File: config.mk
export PLATFORM = sky130hd
export DESIGN_NAME = id_ex_register
export DESIGN_NICKNAME = d
export VERILOG_FILES = /design/src/rtl/core_pkg.sv /design/src/rtl/hazard_detect.sv /design/src/rtl/id_ex_register.sv
export SDC_FILE = /design/constraint.sdc
export NUM_CORES = 1
export LEC_CHECK = 0
export ABC_AREA = 1
export ABC_CLOCK_PERIOD_IN_PS = 7200
export BUFFER_PORTS_ARGS = -buffer_cell sky130_fd_sc_hd__buf_2
export CORE_MARGIN = 5
export CORE_UTILIZATION = 48
export CTS_CLUSTER_SIZE = 14
export DETAILED_ROUTE_END_ITERATION = 6
export MAX_ROUTING_LAYER = met4
export PLACE_DENSITY_LB_ADDON = 0.2
export SYNTH_ARGS = -nofsm -noshare
export SYNTH_HDL_FRONTEND = slang
export SYNTH_HIERARCHICAL = 1
export SYNTH_SLANG_ARGS = --single-unit
File: constraint.sdc
create_clock -name clk -period 7.2 [get_ports clk]
set_input_delay 1.08 -clock clk [delete_from_list [all_inputs] [get_ports clk]]
set_output_delay 1.08 -clock clk [all_outputs]
set_load 0.005 [all_outputs]
File: src/rtl/core_pkg.sv
// Shared core definitions: ALU control encodings, the EX control vector and
// the bubble value it takes when a stage is squashed.
package core_pkg;

    localparam int unsigned ALU_CTRL_W = 3;
    localparam int unsigned CNT_W      = 16;

    typedef enum logic [ALU_CTRL_W-1:0] {
        ALU_ADD = 3'd0,
        ALU_SUB = 3'd1,
        ALU_AND = 3'd2,
        ALU_OR  = 3'd3,
        ALU_XOR = 3'd4,
        ALU_SLT = 3'd5,
        ALU_SLL = 3'd6,
        ALU_SRL = 3'd7
    } alu_ctrl_e;

    typedef struct packed {
        logic      reg_write;
        logic      mem_read;
        logic      mem_write;
        logic      alu_src;
        alu_ctrl_e alu_ctrl;
    } ex_ctrl_t;

    // A bubble must never write the register file or touch memory.
    localparam ex_ctrl_t BUBBLE_CTRL = '{
        reg_write: 1'b0,
        mem_read:  1'b0,
        mem_write: 1'b0,
        alu_src:   1'b0,
        alu_ctrl:  ALU_ADD
    };

    function automatic logic [CNT_W-1:0] sat_inc(input logic [CNT_W-1:0] v);
        return (v == '1) ? v : v + CNT_W'(1);
    endfunction

endpackage

File: src/rtl/hazard_detect.sv
// Combinational load-use hazard detection and writeback-to-decode operand bypass.
module hazard_detect #(
    parameter int unsigned DATA_W = 32,
    parameter int unsigned ADDR_W = 5
) (
    input  logic [ADDR_W-1:0] A1_D,
    input  logic [ADDR_W-1:0] A2_D,
    input  logic [DATA_W-1:0] RD1_D,
    input  logic [DATA_W-1:0] RD2_D,
    input  logic [ADDR_W-1:0] A3_W,
    input  logic [DATA_W-1:0] WD3_W,
    input  logic              WE3_W,
    input  logic [ADDR_W-1:0] rd_E,
    input  logic              MemRead_E,
    input  logic              valid_E,
    output logic [DATA_W-1:0] op1_c,
    output logic [DATA_W-1:0] op2_c,
    output logic              hazard_c
);

    logic wb_live_c;

    assign wb_live_c = WE3_W && (A3_W != '0);

    // x0 always reads as zero, whatever the register file or writeback says.
    always_comb begin
        op1_c = RD1_D;
        op2_c = RD2_D;
        if (A1_D == '0) begin
            op1_c = '0;
        end else if (wb_live_c && (A3_W == A1_D)) begin
            op1_c = WD3_W;
        end
        if (A2_D == '0) begin
            op2_c = '0;
        end else if (wb_live_c && (A3_W == A2_D)) begin
            op2_c = WD3_W;
        end
    end

    assign hazard_c = MemRead_E && valid_E && (rd_E != '0) &&
                      ((rd_E == A1_D) || (rd_E == A2_D));

endmodule

File: src/rtl/id_ex_register.sv
// ID/EX pipeline register with load-use stall, branch flush and a saturating
// bubble counter.
module id_ex_register
    import core_pkg::*;
#(
    parameter int unsigned DATA_W = 32,
    parameter int unsigned ADDR_W = 5
) (
    input  logic                  clk,
    input  logic                  reset,
    input  logic [ADDR_W-1:0]     A1_D,
    input  logic [ADDR_W-1:0]     A2_D,
    input  logic [ADDR_W-1:0]     rd_D,
    input  logic [DATA_W-1:0]     RD1_D,
    input  logic [DATA_W-1:0]     RD2_D,
    input  logic [DATA_W-1:0]     imm_D,
    input  logic [DATA_W-1:0]     pc_D,
    input  logic                  RegWrite_D,
    input  logic                  MemRead_D,
    input  logic                  MemWrite_D,
    input  logic                  ALUSrc_D,
    input  logic [ALU_CTRL_W-1:0] ALUControl_D,
    input  logic [ADDR_W-1:0]     A3_W,
    input  logic [DATA_W-1:0]     WD3_W,
    input  logic                  WE3_W,
    input  logic                  flush_E,
    output logic                  stall_D,
    output logic [ADDR_W-1:0]     A1_E,
    output logic [ADDR_W-1:0]     A2_E,
    output logic [ADDR_W-1:0]     rd_E,
    output logic [DATA_W-1:0]     RD1_E,
    output logic [DATA_W-1:0]     RD2_E,
    output logic [DATA_W-1:0]     imm_E,
    output logic [DATA_W-1:0]     pc_E,
    output logic                  RegWrite_E,
    output logic                  MemRead_E,
    output logic                  MemWrite_E,
    output logic                  ALUSrc_E,
    output logic [ALU_CTRL_W-1:0] ALUControl_E,
    output logic                  valid_E,
    output logic [CNT_W-1:0]      bubble_cnt
);

    logic [ADDR_W-1:0] a1_d, a1_q, a2_d, a2_q, rd_d, rd_q;
    logic [DATA_W-1:0] rd1_d, rd1_q, rd2_d, rd2_q, imm_d, imm_q, pc_d, pc_q;
    ex_ctrl_t          ctrl_d, ctrl_q;
    logic              valid_d, valid_q;
    logic [CNT_W-1:0]  cnt_d, cnt_q;

    logic [DATA_W-1:0] op1_c, op2_c;
    logic              hazard_c;
    logic              bubble_c;

    hazard_detect #(
        .DATA_W (DATA_W),
        .ADDR_W (ADDR_W)
    ) u_hazard_detect (
        .A1_D      (A1_D),
        .A2_D      (A2_D),
        .RD1_D     (RD1_D),
        .RD2_D     (RD2_D),
        .A3_W      (A3_W),
        .WD3_W     (WD3_W),
        .WE3_W     (WE3_W),
        .rd_E      (rd_q),
        .MemRead_E (ctrl_q.mem_read),
        .valid_E   (valid_q),
        .op1_c     (op1_c),
        .op2_c     (op2_c),
        .hazard_c  (hazard_c)
    );

    // Flush and hazard in the same cycle produce one bubble.
    assign bubble_c = flush_E || hazard_c;
    assign stall_D  = hazard_c;

    always_comb begin
        a1_d    = A1_D;
        a2_d    = A2_D;
        rd_d    = rd_D;
        rd1_d   = op1_c;
        rd2_d   = op2_c;
        imm_d   = imm_D;
        pc_d    = pc_D;
        ctrl_d  = '{reg_write: RegWrite_D,
                    mem_read:  MemRead_D,
                    mem_write: MemWrite_D,
                    alu_src:   ALUSrc_D,
                    alu_ctrl:  alu_ctrl_e'(ALUControl_D)};
        valid_d = 1'b1;
        cnt_d   = cnt_q;
        if (bubble_c) begin
            a1_d    = '0;
            a2_d    = '0;
            rd_d    = '0;
            rd1_d   = '0;
            rd2_d   = '0;
            imm_d   = '0;
            pc_d    = '0;
            ctrl_d  = BUBBLE_CTRL;
            valid_d = 1'b0;
            cnt_d   = sat_inc(cnt_q);
        end
    end

    always_ff @(posedge clk or posedge reset) begin
        if (reset) begin
            a1_q    <= '0;
            a2_q    <= '0;
            rd_q    <= '0;
            rd1_q   <= '0;
            rd2_q   <= '0;
            imm_q   <= '0;
            pc_q    <= '0;
            ctrl_q  <= BUBBLE_CTRL;
            valid_q <= 1'b0;
            cnt_q   <= '0;
        end else begin
            a1_q    <= a1_d;
            a2_q    <= a2_d;
            rd_q    <= rd_d;
            rd1_q   <= rd1_d;
            rd2_q   <= rd2_d;
            imm_q   <= imm_d;
            pc_q    <= pc_d;
            ctrl_q  <= ctrl_d;
            valid_q <= valid_d;
            cnt_q   <= cnt_d;
        end
    end

    assign A1_E         = a1_q;
    assign A2_E         = a2_q;
    assign rd_E         = rd_q;
    assign RD1_E        = rd1_q;
    assign RD2_E        = rd2_q;
    assign imm_E        = imm_q;
    assign pc_E         = pc_q;
    assign RegWrite_E   = ctrl_q.reg_write;
    assign MemRead_E    = ctrl_q.mem_read;
    assign MemWrite_E   = ctrl_q.mem_write;
    assign ALUSrc_E     = ctrl_q.alu_src;
    assign ALUControl_E = ctrl_q.alu_ctrl;
    assign valid_E      = valid_q;
    assign bubble_cnt   = cnt_q;

endmodule

## Word level (Yosys, flattened, before mapping)

Index checks and enable logic that the tools add are counted.

- Register bits: 167
- Bits in latches: 0
- Bits in writable memories: 0
- ROM bits: 0
- Input bits: 191
- Output and inout bits: 168
- Word-level logic and storage cells: 47
- Memories kept: 0

- $add $sub $neg: 1
- Multipliers: 0
- Divide/modulo/power cells: 0
- $lt $le $gt $ge: 0
- Equality and inequality tests: 5
- Shift-type cells: 0
- Muxes and demuxes: 13
- Bitwise gates (word level): 1
- Reduce and logical (&&, ||, !) cells: 13

Operators with widths:

| operator | count |
|---|---|
| $mux 32 | 8 |
| $eq 5x5->1 | 4 |
| $add 16x1->16 const B | 1 |
| $eq 16x16->1 const B | 1 |
| $mux 5 | 3 |
| $logic_not 5->1 | 2 |
| $reduce_bool 5->1 | 2 |
| $mux 7 | 1 |
| $logic_and 1x1->1 | 6 |
| $logic_or 1x1->1 | 2 |
| $reduce_and 2->1 | 1 |
| $mux 1 | 1 |
| $not 1->1 | 1 |

## Logic depth before layout (Yosys ltp)

- Depth after elaboration: 6
- Depth in mapped cells: 13
- Depth with buffers taken out: 13

## Modules after synthesis

The synthesis kept the hierarchy.

By module, submodules not included:

| module | times used | cells each | area each (um^2) | sequential area each (um^2) |
|---|---|---|---|---|
| id_ex_register | 1 | 622 | 6064.6 | 4179.0 |
| hazard_detect | 1 | 418 | 1871.8 | 0.0 |

## Worst setup path before layout

No wires, ideal clock.

- Path kind: input -> output
- From: input A2_D[1]
- To: output stall_D
- Arrival time: 1.722 ns
- Required time: 6.120 ns
- Setup slack: 4.398 ns
- Stages: 5
- Cells stage by stage: inv_1 > nor2_1 > nor3_1 > nand3_1 > a21oi_1

- Cells in the longest elaborated chain, start to end: 3

RTL lines:

| item | RTL line | text |
|---|---|---|
| start: declaration | id_ex_register.sv:12 | `input logic [ADDR_W-1:0] A2_D,` |
| $eq 5x5->1 | hazard_detect.sv:42 | `((rd_E == A1_D) \|\| (rd_E == A2_D));` |
| $logic_or 1x1->1 | hazard_detect.sv:42 |  |
| $logic_and 1x1->1 | hazard_detect.sv:41 | `assign hazard_c = MemRead_E && valid_E && (rd_E != '0) &&` |
| end: declaration | id_ex_register.sv:27 | `output logic stall_D,` |

No other way between the ends.

## Worst setup path in the final report

- From: input A1_D[1]
- To: register pc_q[27] (netlist: pc_E[27])

- Cells in the longest elaborated chain, start to end: 5

RTL lines:

| item | RTL line | text |
|---|---|---|
| start: declaration | id_ex_register.sv:11 | `input logic [ADDR_W-1:0] A1_D,` |
| $eq 5x5->1 | hazard_detect.sv:42 |  |
| $logic_or 1x1->1 | hazard_detect.sv:42 |  |
| $logic_and 1x1->1 | hazard_detect.sv:41 |  |
| $logic_or 1x1->1 | id_ex_register.sv:74 | `assign bubble_c = flush_E \|\| hazard_c;` |
| $mux 32 | id_ex_register.sv:92 | `if (bubble_c) begin` |
| named net pc_d[27] | id_ex_register.sv:45 | `logic [DATA_W-1:0] rd1_d, rd1_q, rd2_d, rd2_q, imm_d, imm_q, pc_d, pc_q;` |
| end signal: assignment | id_ex_register.sv:125 | `pc_q <= pc_d;` |
| end: declaration | id_ex_register.sv:45 |  |

The timed path passes the listed nets, and every way through them passes these cells.
A chain may end at the register's enable or synchronous reset.

==> qor.csv <==
stage,metric,value,unit
global_route,vias in the first global route,7267,
sta,Tcrit/Tclk final,45.7,%
hold_path,WHS Endpoint,bubble_cnt[1],
final_layout,# fillers,1539,
place,IO Port Bufs,358,
pwr,VDD IR-drop max,0.148,mV
sta,Slew headroom,31.8,%
clock_network,"Setup Fix Bufs, Post-CTS",0,
clock_network,clk_lat worst skew,0.43,ns
worst_setup_path,FF-to-FF setup slack,4.25,ns
synthesis,Yosys Warn Count,6,
sta,Peak Freq,304,MHz
worst_setup_path,CP Launch Type,input pin,
sta,Sum Neg Setup Slack,0,ns
floorplan,die area,19200,um^2
floorplan,Die Wd,139,um
sta,Final Hold Viols,0,
worst_setup_path,Worst Setup End Kind,flop,
worst_setup_path,RR Startpoint,rd_E[3],
sta,Clock Skew,0.00984,ns
final_layout,most frequent cells in the layout,"buf_2, nor2_1, inv_1",
pwr,Comb power frac,15.2,%
routing,WL per Instance,14.8,um
clock_network,clock root buffer,clkbuf_16,
hold_path,hold path cells,2,
floorplan,height of the die,139,um
sta,minimum clock period,3.29,ns
place,gpl congestion,0.922,
routing,Initial DRC Count,480,
pwr,Clk pwr share,39.9,%
routing,routed length on met2,11.7,mm
synthesis,Mapped Area,7940,um^2
synthesis,post-synthesis cell count,1040,
worst_setup_path,worst path cell trace,"buf_2, inv_1, nand2_1, a21oi_1, nand3_1, a21oi_1, nor2_4, inv_4, buf_4, nor2_1",
routing,WL met1,9.72,mm
clock_network,CTS buffer count,17,
worst_setup_path,Critical R2R Capture,pc_E[27],
final_layout,Area Growth Syn to Fin,31.2,%
pwr,Int Pwr,1.64,mW
pwr,register share of total power,44.8,%
global_route,initial antenna violation count,1,
floorplan,I/O pins,359,
clock_network,# resized after CTS,0,
worst_setup_path,CP Max Fanout,100,
routing,DR WL met3,1.74,mm
worst_setup_path,cells on worst reg2reg path,9,
global_route,largest net degree at the start of global routing,112,
floorplan,# rows,47,
final_layout,"most common cell after layout, fill and taps aside",buf_2,
worst_setup_path,critical path class,input pin to flop,
global_route,Overall Global Routing Usage,25.4,%
status,outcome,"complete, no violations",
clock_network,TritonCTS clock tree,built,
hold_path,hold path start,bubble_cnt[1],
worst_setup_path,most frequent CP cell,a21oi_1,
final_layout,nets,1571,
final_layout,non-filler instance count after layout,1613,
hold_path,worst hold path class,flop to flop,
routing,highest routed layer,met4,
routing,Final ANT Viol Nets,0,
routing,vias,7481,
clock_network,Post-CTS Hold Fix Bufs,0,
clock_network,CTS Buffer Depth,2,
worst_setup_path,CP max-delay cell,inv_4,
synthesis,"flops & latches, synth",167,
synthesis,synthesized area per cell,7.63,um^2
floorplan,Core Footprint,16400,um^2
pwr,Final Power,2.32,mW
clock_network,Clock Sinks,167,
synthesis,top-area cell type share of the netlist area,52.7,%
place,Cells after DPL,1580,
pwr,Net Sw Power,0.677,mW
pwr,sw frac,29.2,%
floorplan,initial core utilization,48.4,%
pwr,Pleak,6.57,nW
global_route,first-pass GRT wire length,38.0,mm
synthesis,largest area contributor in the netlist,dfrtp_1,
synthesis,Syn Nets,1232,
worst_setup_path,Worst EP arrival,3.59,ns
sta,Setup-failing EPs final,0,
flow_run,Max Cap Violations,0,
sta,fin. max-slew vios,0,
synthesis,"Seq/Total Area, Yosys",52.7,%
sta,Worst-Margin Slew,1.02,ns
routing,DR pass1 iterations,5,
pwr,Pwr Density,223,nW/um^2
worst_setup_path,Worst Path Required,7.50,ns
worst_setup_path,CP max stage delay,0.74,ns
place,HPWL Detailed,17.6,mm
routing,drt total wl,23.9,mm
final_layout,layout cell share with drive strength beyond 1,31.2,%
sta,RSZ-0062 raised after global routing,no,
clock_network,CTS clock-pin slew for the worst setup and hold paths,0.07,ns
routing,routed vias/inst,4.64,
synthesis,ranking of synthesized cells by area,"dfrtp_1, nor2_1, inv_1, nand2_1, nand3_1",
clock_network,CTS H-tree lvls,4,
global_route,total grt overflow,0,
synthesis,post-synth cell types,25,
routing,Post-route DRC,0,
## cell type report
| class | count | area (um^2) | area share [%] |
|---|---|---|---|
| clock buffers | 17 | 425 | 4.08 |
| multi-input cells | 611 | 2690 | 25.8 |
| diodes | 1 | 2.50 | 0.0240 |
| inverters | 217 | 822 | 7.89 |
| well taps | 220 | 275 | 2.64 |
| repair buffers | 365 | 1840 | 17.7 |
| flip-flops and latches | 167 | 4180 | 40.1 |
| clock inverters | 15 | 183 | 1.75 |
## through the flow
| stage | util (%) | instance area (um^2) | hold WS (ns) | worst slack (ns) |
|---|---|---|---|---|
| final | 63.5 | 10400 | 0.544 | 3.91 |
| after global routing | 63.5 | 10400 | 0.601 | 3.66 |
| after CTS | 63.5 | 10400 | 0.539 | 3.89 |
| after detailed placement | 59.8 | 9810 | 0.520 | 3.43 |
| after global placement | 59.8 | 9810 | 0.516 | 3.51 |
| after floorplan | - | 7940 | 0.507 | 1.60 |
## power by group through the flow
| stage | logic [mW] | registers [mW] | clock network, mW |
|---|---|---|---|
| 2_1_floorplan | 0.178 | 1.06 | 0 |
| 3_3_place_gp | 0.351 | 1.06 | 0 |
| 3_5_place_dp | 0.357 | 1.06 | 0 |
| 4_1_cts | 0.358 | 1.04 | 0.944 |
| 5_1_grt | 0.400 | 1.05 | 0.993 |
| 6_report | 0.353 | 1.04 | 0.926 |
## how the worst max path moves through the flow
stage | start | end
floorplan | reset | A1_E[0]
global placement | A1_D[0] | imm_E[17]
detailed placement | A1_D[0] | pc_E[27]
CTS | A1_D[1] | pc_E[27]
global route | A1_D[1] | imm_E[15]
finish | A1_D[1] | pc_E[27]
## kinds of logic (layout without fill, tap and decap cells)
family	count (synthesis)	after routing	share of synthesized area, %
simple gates	584	584	31.2
other cells	0	1	0
buf+inv	262	614	13.6
flops	167	167	52.7
compound gates	12	12	0.804
fa+ha+maj	1	1	0.158
xor+xnor	14	14	1.55
## layer usage
metal	GRT usage, %	vias up
met2	42.0	334
li1	-	3711
met4	9.10	0
met1	30.9	3373
met5	-	-
met3	5.66	63
## Yosys cell counts
cell type / n
clkbuf_1: 10
o21ai_0: 7
dfrtp_1: 167
a21oi_1: 4
nor2_4: 10
inv_1: 209
o21ai_2: 1
nor2_2: 6
inv_2: 8
nor2_1: 302
nand4_2: 1
nor3_2: 1
nand3_2: 2
nor3_1: 3
ha_1: 1
nand2_2: 6
nand3_1: 47
buf_6: 8
nand2_1: 170
xor2_1: 7
buf_4: 3
xnor2_1: 7
buf_2: 21
nand4_1: 36
buf_1: 3
## state kept, by name, summed over array words and instances (netlist names)
register / cells
pc_E: 32
A2_E: 5
ALUControl_E: 3
MemRead_E: 1
bubble_cnt: 16
imm_E: 32
MemWrite_E: 1
A1_E: 5
rd_E: 5
RD2_E: 32
RegWrite_E: 1
RD1_E: 32
valid_E: 1
ALUSrc_E: 1
## worst max-delay path, delay by kind of cell
kind / cells / cell delay [ns]
simple gates: 4 / 0.36
compound gates: 2 / 0.53
buf+inv: 4 / 1.58
(Power assumes the default switching activity.)
